**config.mk**
```make
export PLATFORM = sky130hd
export DESIGN_NAME = ks_add_seq
export DESIGN_NICKNAME = d
export VERILOG_FILES = /design/src/rtl/ks_add_seq.sv
export SDC_FILE = /design/constraint.sdc
export NUM_CORES = 1
export LEC_CHECK = 0
export ABC_AREA = 1
export BUFFER_PORTS_ARGS = -buffer_cell sky130_fd_sc_hd__buf_2
export CAP_MARGIN = 5
export CELL_PAD_IN_SITES_DETAIL_PLACEMENT = 0
export CELL_PAD_IN_SITES_GLOBAL_PLACEMENT = 1
export CORE_MARGIN = 1
export CORE_UTILIZATION = 42
export CTS_BUF_LIST = sky130_fd_sc_hd__clkbuf_8
export CTS_CLUSTER_SIZE = 24
export DETAILED_ROUTE_END_ITERATION = 16
export PLACE_DENSITY = 0.88
export SKIP_CTS_REPAIR_TIMING = 1
export SLEW_MARGIN = 20
export SYNTH_ARGS = -nofsm -noshare
export SYNTH_HDL_FRONTEND = slang
export SYNTH_SLANG_ARGS = --single-unit
```
**constraint.sdc**
```tcl
create_clock -name i_clk -period 5.65 [get_ports i_clk]
set_clock_uncertainty 0.2 [all_clocks]
set_input_delay 0.2825 -clock i_clk [delete_from_list [all_inputs] [get_ports i_clk]]
set_output_delay 0.2825 -clock i_clk [all_outputs]
set_load 0.02 [all_outputs]
```
**src/rtl/ks_add_seq.sv**
```systemverilog
// Slice-serial adder sequencer: streams WIDTH-bit operands LSB-first through
// an external 8-bit adder, chains the carry and returns the assembled result
// over a valid/ready interface.
module ks_add_seq #(
    parameter int unsigned WIDTH = 32
) (
    input  logic             i_clk,
    input  logic             i_rst,
    input  logic             i_valid,
    output logic             o_ready,
    input  logic [WIDTH-1:0] i_a,
    input  logic [WIDTH-1:0] i_b,
    input  logic             i_c0,
    output logic [7:0]       o_add_a,
    output logic [7:0]       o_add_b,
    output logic             o_add_c0,
    input  logic [7:0]       i_add_sum,
    input  logic             i_add_c,
    output logic             o_valid,
    input  logic             i_ready,
    output logic [WIDTH-1:0] o_sum,
    output logic             o_cout,
    output logic             o_ovf,
    output logic             o_busy
);

    localparam int unsigned N  = WIDTH / 8;
    localparam int unsigned KW = (N > 1) ? $clog2(N) : 1;
    localparam logic [KW-1:0] K_LAST = KW'(N - 1);

    typedef enum logic [1:0] {
        S_IDLE = 2'd0,
        S_RUN  = 2'd1,
        S_DONE = 2'd2
    } state_t;

    state_t           state_q, state_d;
    logic [KW-1:0]    k_q, k_d;
    logic [WIDTH-1:0] a_q, a_d;
    logic [WIDTH-1:0] b_q, b_d;
    logic             carry_q, carry_d;
    logic [WIDTH-1:0] acc_q, acc_d;
    logic [WIDTH-1:0] sum_q, sum_d;
    logic             cout_q, cout_d;
    logic             ovf_q, ovf_d;
    logic             accept;

    assign o_ready = (state_q == S_IDLE) | ((state_q == S_DONE) & i_ready);
    assign accept  = i_valid & o_ready;

    assign o_valid  = (state_q == S_DONE);
    assign o_busy   = (state_q == S_RUN);
    assign o_add_a  = (state_q == S_RUN) ? a_q[{k_q, 3'b000} +: 8] : '0;
    assign o_add_b  = (state_q == S_RUN) ? b_q[{k_q, 3'b000} +: 8] : '0;
    assign o_add_c0 = (state_q == S_RUN) ? carry_q : 1'b0;
    assign o_sum    = sum_q;
    assign o_cout   = cout_q;
    assign o_ovf    = ovf_q;

    // State register and datapath registers; reset aborts any operation in flight.
    always_ff @(posedge i_clk) begin
        if (i_rst) begin
            state_q <= S_IDLE;
            k_q     <= '0;
            a_q     <= '0;
            b_q     <= '0;
            carry_q <= 1'b0;
            acc_q   <= '0;
            sum_q   <= '0;
            cout_q  <= 1'b0;
            ovf_q   <= 1'b0;
        end else begin
            state_q <= state_d;
            k_q     <= k_d;
            a_q     <= a_d;
            b_q     <= b_d;
            carry_q <= carry_d;
            acc_q   <= acc_d;
            sum_q   <= sum_d;
            cout_q  <= cout_d;
            ovf_q   <= ovf_d;
        end
    end

    // Next-state logic: accept, per-slice accumulate, final publish, retire.
    always_comb begin
        state_d = state_q;
        k_d     = k_q;
        a_d     = a_q;
        b_d     = b_q;
        carry_d = carry_q;
        acc_d   = acc_q;
        sum_d   = sum_q;
        cout_d  = cout_q;
        ovf_d   = ovf_q;

        case (state_q)
            S_IDLE: begin
                if (accept) begin
                    a_d     = i_a;
                    b_d     = i_b;
                    carry_d = i_c0;
                    k_d     = '0;
                    state_d = S_RUN;
                end
            end
            S_RUN: begin
                acc_d[{k_q, 3'b000} +: 8] = i_add_sum;
                carry_d = i_add_c;
                if (k_q == K_LAST) begin
                    // Output registers are loaded only here so o_sum never shows partial slices.
                    sum_d   = acc_d;
                    cout_d  = i_add_c;
                    ovf_d   = i_add_c ^ (i_add_sum[7] ^ a_q[WIDTH-1] ^ b_q[WIDTH-1]);
                    state_d = S_DONE;
                end else begin
                    k_d = k_q + KW'(1);
                end
            end
            S_DONE: begin
                if (i_ready) begin
                    if (i_valid) begin
                        a_d     = i_a;
                        b_d     = i_b;
                        carry_d = i_c0;
                        k_d     = '0;
                        state_d = S_RUN;
                    end else begin
                        state_d = S_IDLE;
                    end
                end
            end
            default: state_d = S_IDLE;
        endcase
    end

endmodule

```
Yosys cells after proc, flatten, opt, wreduce, memory -nomap -nowiden
Cells that the tools add are included.

word-level totals
  bits in registers = 135
  input port bits = 78
  output and inout port bits = 54
  word-level logic and storage cells = 63

cells by class
  $add $sub $neg = 2
  equality and inequality tests = 8
  shifts and indexed selects = 4
  multiplexer cells = 26
  bitwise gates (word level) = 6
  reductions and logical operators = 8

operator list
  cell                                                                     number
  32-bit 2-to-1 mux                                                        6
  32-bit one-hot mux with 2 select lines                                   2
  32-bit by 6-bit indexed part select with 8-bit output                    2
  32-bit bitwise mux                                                       1
  8-bit by 7-bit variable shift with 32-bit output (first input constant)  1
  8-bit by 7-bit indexed part select with 32-bit output                    1
  8-bit 2-to-1 mux                                                         2
  2-bit 2-to-1 mux                                                         7
  2-bit one-hot mux with 3 select lines                                    2
  4-bit AND reduction                                                      2
  5-bit negator with 7-bit output                                          1
  2-bit != test (second input constant)                                    3
  1-bit 2-to-1 mux                                                         5
  5-bit AND reduction                                                      1
  2-bit equality test (second input constant)                              2
  2-bit by 1-bit != test with 1-bit output (second input constant)         2
  1-bit one-hot mux with 3 select lines                                    1
  3-bit AND reduction                                                      1
  3-bit nonzero test                                                       1
  1-bit bitwise XOR                                                        3
  2-bit by 1-bit adder with 2-bit output (second input constant)           1
  1-bit AND                                                                2
  2-bit by 1-bit equality test with 1-bit output (second input constant)   1
  2-bit logical NOT                                                        1
  other kinds (3)                                                          3

Logic depth before layout (Yosys ltp)
  depth in word-level cells = 6
  gate-level depth with buffers = 11
  mapped depth without buffers = 9

Worst setup path after synthesis
Ideal clock, no wire load.

  kind = flip-flop to flip-flop
  start point = reg k_q[1]
  end point = reg acc_q[16]
  setup time = 0.109 ns
  arrival = 1.698 ns
  setup slack = 3.643 ns
  cell stages (with the launch flop) = 12
  path buffers = 2
  period minus slack after synthesis = 2.007 ns
  path through = dfxtp_1 -> inv_1 -> buf_1 -> ha_1 -> buf_2 -> inv_2 -> nand2_1 -> inv_1 -> nand3_1 -> nand3_1 -> nand2_1 -> inv_1

between the ends
  cells in the longest elaborated chain, start to end = 3
  elaborated cells on any way between the ends = 4
  those cells by class = add/sub: 1; shift: 2; mux: 1

RTL lines
  element                                                                                                                    RTL line  source
  start: declaration                                                                                                         38        logic [KW-1:0] k_q, k_d;
  start signal: assignment                                                                                                   74        k_q <= k_d;
  5-bit negator with 7-bit output *                                                                                          108       acc_d[{k_q, 3'b000} +: 8] = i_add_sum;
  8-bit by 7-bit indexed part select with 32-bit output or 8-bit by 7-bit variable shift with 32-bit output (tied branches)  108
  32-bit bitwise mux *                                                                                                       108
  end signal: assignment                                                                                                     68        acc_q <= '0;
  end signal: assignment                                                                                                     78        acc_q <= acc_d;
  end: declaration                                                                                                           42        logic [WIDTH-1:0] acc_q, acc_d;

Every way passes the cells marked *; elsewhere a longest branch is shown, timed or not.
A chain may end at the register's enable or synchronous reset.

Worst setup path after layout
  start point = reg k_q[1]
  end point = out o_add_a[5]

between the ends
  cells in the longest elaborated chain, start to end = 2

RTL lines
  element                                                RTL line  source
  32-bit by 6-bit indexed part select with 8-bit output  53        assign o_add_a = (state_q == S_RUN) ? a_q[{k_q, 3'b000} +: 8] : '0;
  8-bit 2-to-1 mux                                       53
  end: declaration                                       14        output logic [7:0] o_add_a,

Every way passes these cells.

==> flow_metrics.env <==
export IMPL_status="finished clean"
export IMPL_hold_ws_ns=0.0534
export IMPL_critPathLaunchType="register"
export IMPL_min_path_type="in2reg"
export IMPL_ant_nets=0
export IMPL_htree_levels=4
export IMPL_critPathMaxStageDelay_ns=0.84
export IMPL_antenna_found_initial=0
export IMPL_syn_avg_cell_area_sq_um=6.54
export IMPL_crit_path_end_kind="primary output"
export IMPL_grt_max_degree=86
export IMPL_syn_to_final_growth_pct=29.3
export IMPL_path_cells="inv_1 -> nor2_1 -> o21ai_0 -> a21oi_1 -> buf_2"
export IMPL_p_per_area_nw_per_um2=280
export IMPL_final_common_cell="nand2_1"
export IMPL_routed_wl_um=16600
export IMPL_cts_tree="yes"
export IMPL_placed_area_sq_um=6540
export IMPL_syn_inst=901
export IMPL_grtUsageTotal=0.227
export IMPL_finalCritPeriodShare=0.572
export IMPL_synth_cell_types=24
export IMPL_criticalPathCategory="reg2out"
export IMPL_cts_buffers=17
export IMPL_overflow=0
export IMPL_ir_worst_vdd_uv=173
export IMPL_ys_seq_area_frac=0.431
export IMPL_syn_nets=984
export IMPL_slew_headroom=0.360
export IMPL_fillers=1387
export IMPL_stdcell_area_sq_um=7620
export IMPL_fp_dieH_um=120
export IMPL_first_pass_iters=5
export IMPL_clock_sinks=127
export IMPL_grt_pass1_wl_um=25600
export IMPL_drive_gt1_frac=0.165
export IMPL_clk_latency_ns=0.46
export IMPL_fmax_ghz=0.309
export IMPL_synth_top_area_frac=0.431
export IMPL_dieArea_sq_um=14500
export IMPL_core_area_sq_um=13500
export IMPL_finalNetCount=1152
export IMPL_num_rows=42
export IMPL_arrival_ns=2.75
export IMPL_dpl_hpwl_um=10500
export IMPL_finalCriticalPeriod_ns=3.23
export IMPL_cap_violations=0
export IMPL_netlist_top_cells_area="dfxtp_1, nand2_1, a21oi_1, nor2_1, inv_1"
export IMPL_ys_seq_elements=127
export IMPL_cts_root_buf="clkbuf_8"
export IMPL_slew_violations=0
export IMPL_utilization=0.567
export IMPL_yosys_most_used_dff="dfxtp_1"
export IMPL_yosysWarningCount=0
export IMPL_setup_tns_ns=0
export IMPL_yosysTopAreaCell="dfxtp_1"
export IMPL_finalSetupViolCount=0
export IMPL_required_ns=5.17
export IMPL_n_antenna_cell=0
export IMPL_syn_area_sq_um=5890
export IMPL_p_leak_nw=3.62
export IMPL_worstMarginPinSlew_ns=0.958
export IMPL_ios=132
export IMPL_routedWlPerCell_um=13.2
export IMPL_cpMaxStageDelayCell="dfxtp_1"
export IMPL_cp_max_fo=22
export IMPL_gp_congestion=0.797
export IMPL_port_buffers=131
export IMPL_drtIter0Drc=485
export IMPL_cts_buffer_depth=2
export IMPL_viasPerCell=4.78
export IMPL_vias=6008
export IMPL_rsz0062_at_grt="false"
export IMPL_grt_pass1_vias=5103
export IMPL_clk_pin_slew_ns=0.08
export IMPL_dp_slack_ns=2.61
export IMPL_synth_edf_count=0
export IMPL_crit_family="flip-flops"
export IMPL_synthArstFlopShare=0
export IMPL_critical_path_buf_inv_count=2
export IMPL_fin_ws_ns=2.42
export IMPL_drcViolationCount=0
export IMPL_final_hold_viol_count=0
export IMPL_initial_core_util=0.438
export IMPL_die_w_um=120
export IMPL_mostFrequentLayoutCells="nand2_1, buf_2, nor2_1, dfxtp_1, a21oi_1"
## per-stage QoR
stage	total power, mW	instances
after floorplan	1.20	901
after global placement	1.29	1159
after detailed placement	1.29	1159
after CTS	2.11	1191
after global routing	2.24	1258
final	2.13	1258
## cell usage after synthesis, types with 2 or more instances
library cell and n:
buf_1 4, inv_1 98, buf_6 3, a21oi_1 117, nand4_1 8, inv_2 3, clkbuf_1 19, o211ai_1 2
clkinv_1 2, o21ai_0 33, buf_2 23, dfxtp_1 127, nand3_1 66, nor2_1 127, buf_4 5, nand2_1 252
ha_1 5
## flip-flops by register name, summed over array words and instances, names as in the netlist
signal	cells
a_q	32
carry_q	1
state_q	2
o_cout	1
o_ovf	1
acc_q	24
b_q	32
k_q	2
o_sum	32
## layer usage
metal | wire length (um) | global-route usage | vias to the layer above
li1 | - | - | 3153
met2 | 7260 | 0.332 | 192
met5 | 0 | 0 | -
met1 | 8120 | 0.325 | 2640
met4 | 245 | 0.0718 | 0
met3 | 1000 | 0.0552 | 23
## cell type report
class / count / area (sq um) / share of cell area
clock buffers: 18 / 248 / 0.0325
clock inverters: 14 / 168 / 0.0220
inverters: 104 / 392 / 0.0514
multi-input cells: 616 / 2690 / 0.353
flip-flops and latches: 127 / 2540 / 0.333
well taps: 176 / 220 / 0.0289
repair buffers: 203 / 1370 / 0.179
## power by group
group	switching, mW	total (mW)	internal, mW
logic	0.208	0.337	0.129
clock network	0.382	0.827	0.445
registers	0.0268	0.969	0.942
## worst paths after layout
| kind | start | to | slack (ns) | cells past startpoint |
|---|---|---|---|---|
| worst max-delay path | k_q[1]$_SDFFE_PP0P_ | o_add_a[5] | 2.42 | 5 |
| worst max register to register | k_q[1]$_SDFFE_PP0P_ | o_sum[9]$_SDFFE_PP0P_ | 2.56 | 9 |
| worst min-delay path | i_add_sum[0] | acc_q[0]$_SDFFE_PP0P_ | 0.05 | 5 |
| worst min register to register | b_q[10]$_SDFFE_PP0P_ | b_q[10]$_SDFFE_PP0P_ | 0.26 | 2 |
## worst register-to-register path, delay by kind of cell (launching register included)
kind          cells  cell delay, ns
flops             1            0.84
buf+inv           3            0.80
fa+ha+maj         1            0.48
simple gates      5            0.72
## kinds of logic after synthesis
group | after synthesis | share of synthesized area
and+or+nand+nor | 459 | 0.315
AOI/OAI and AO/OA | 152 | 0.130
buffers and inverters | 158 | 0.113
DFF | 127 | 0.431
adders and majority gates | 5 | 0.0106
(Power assumes the default switching activity.)
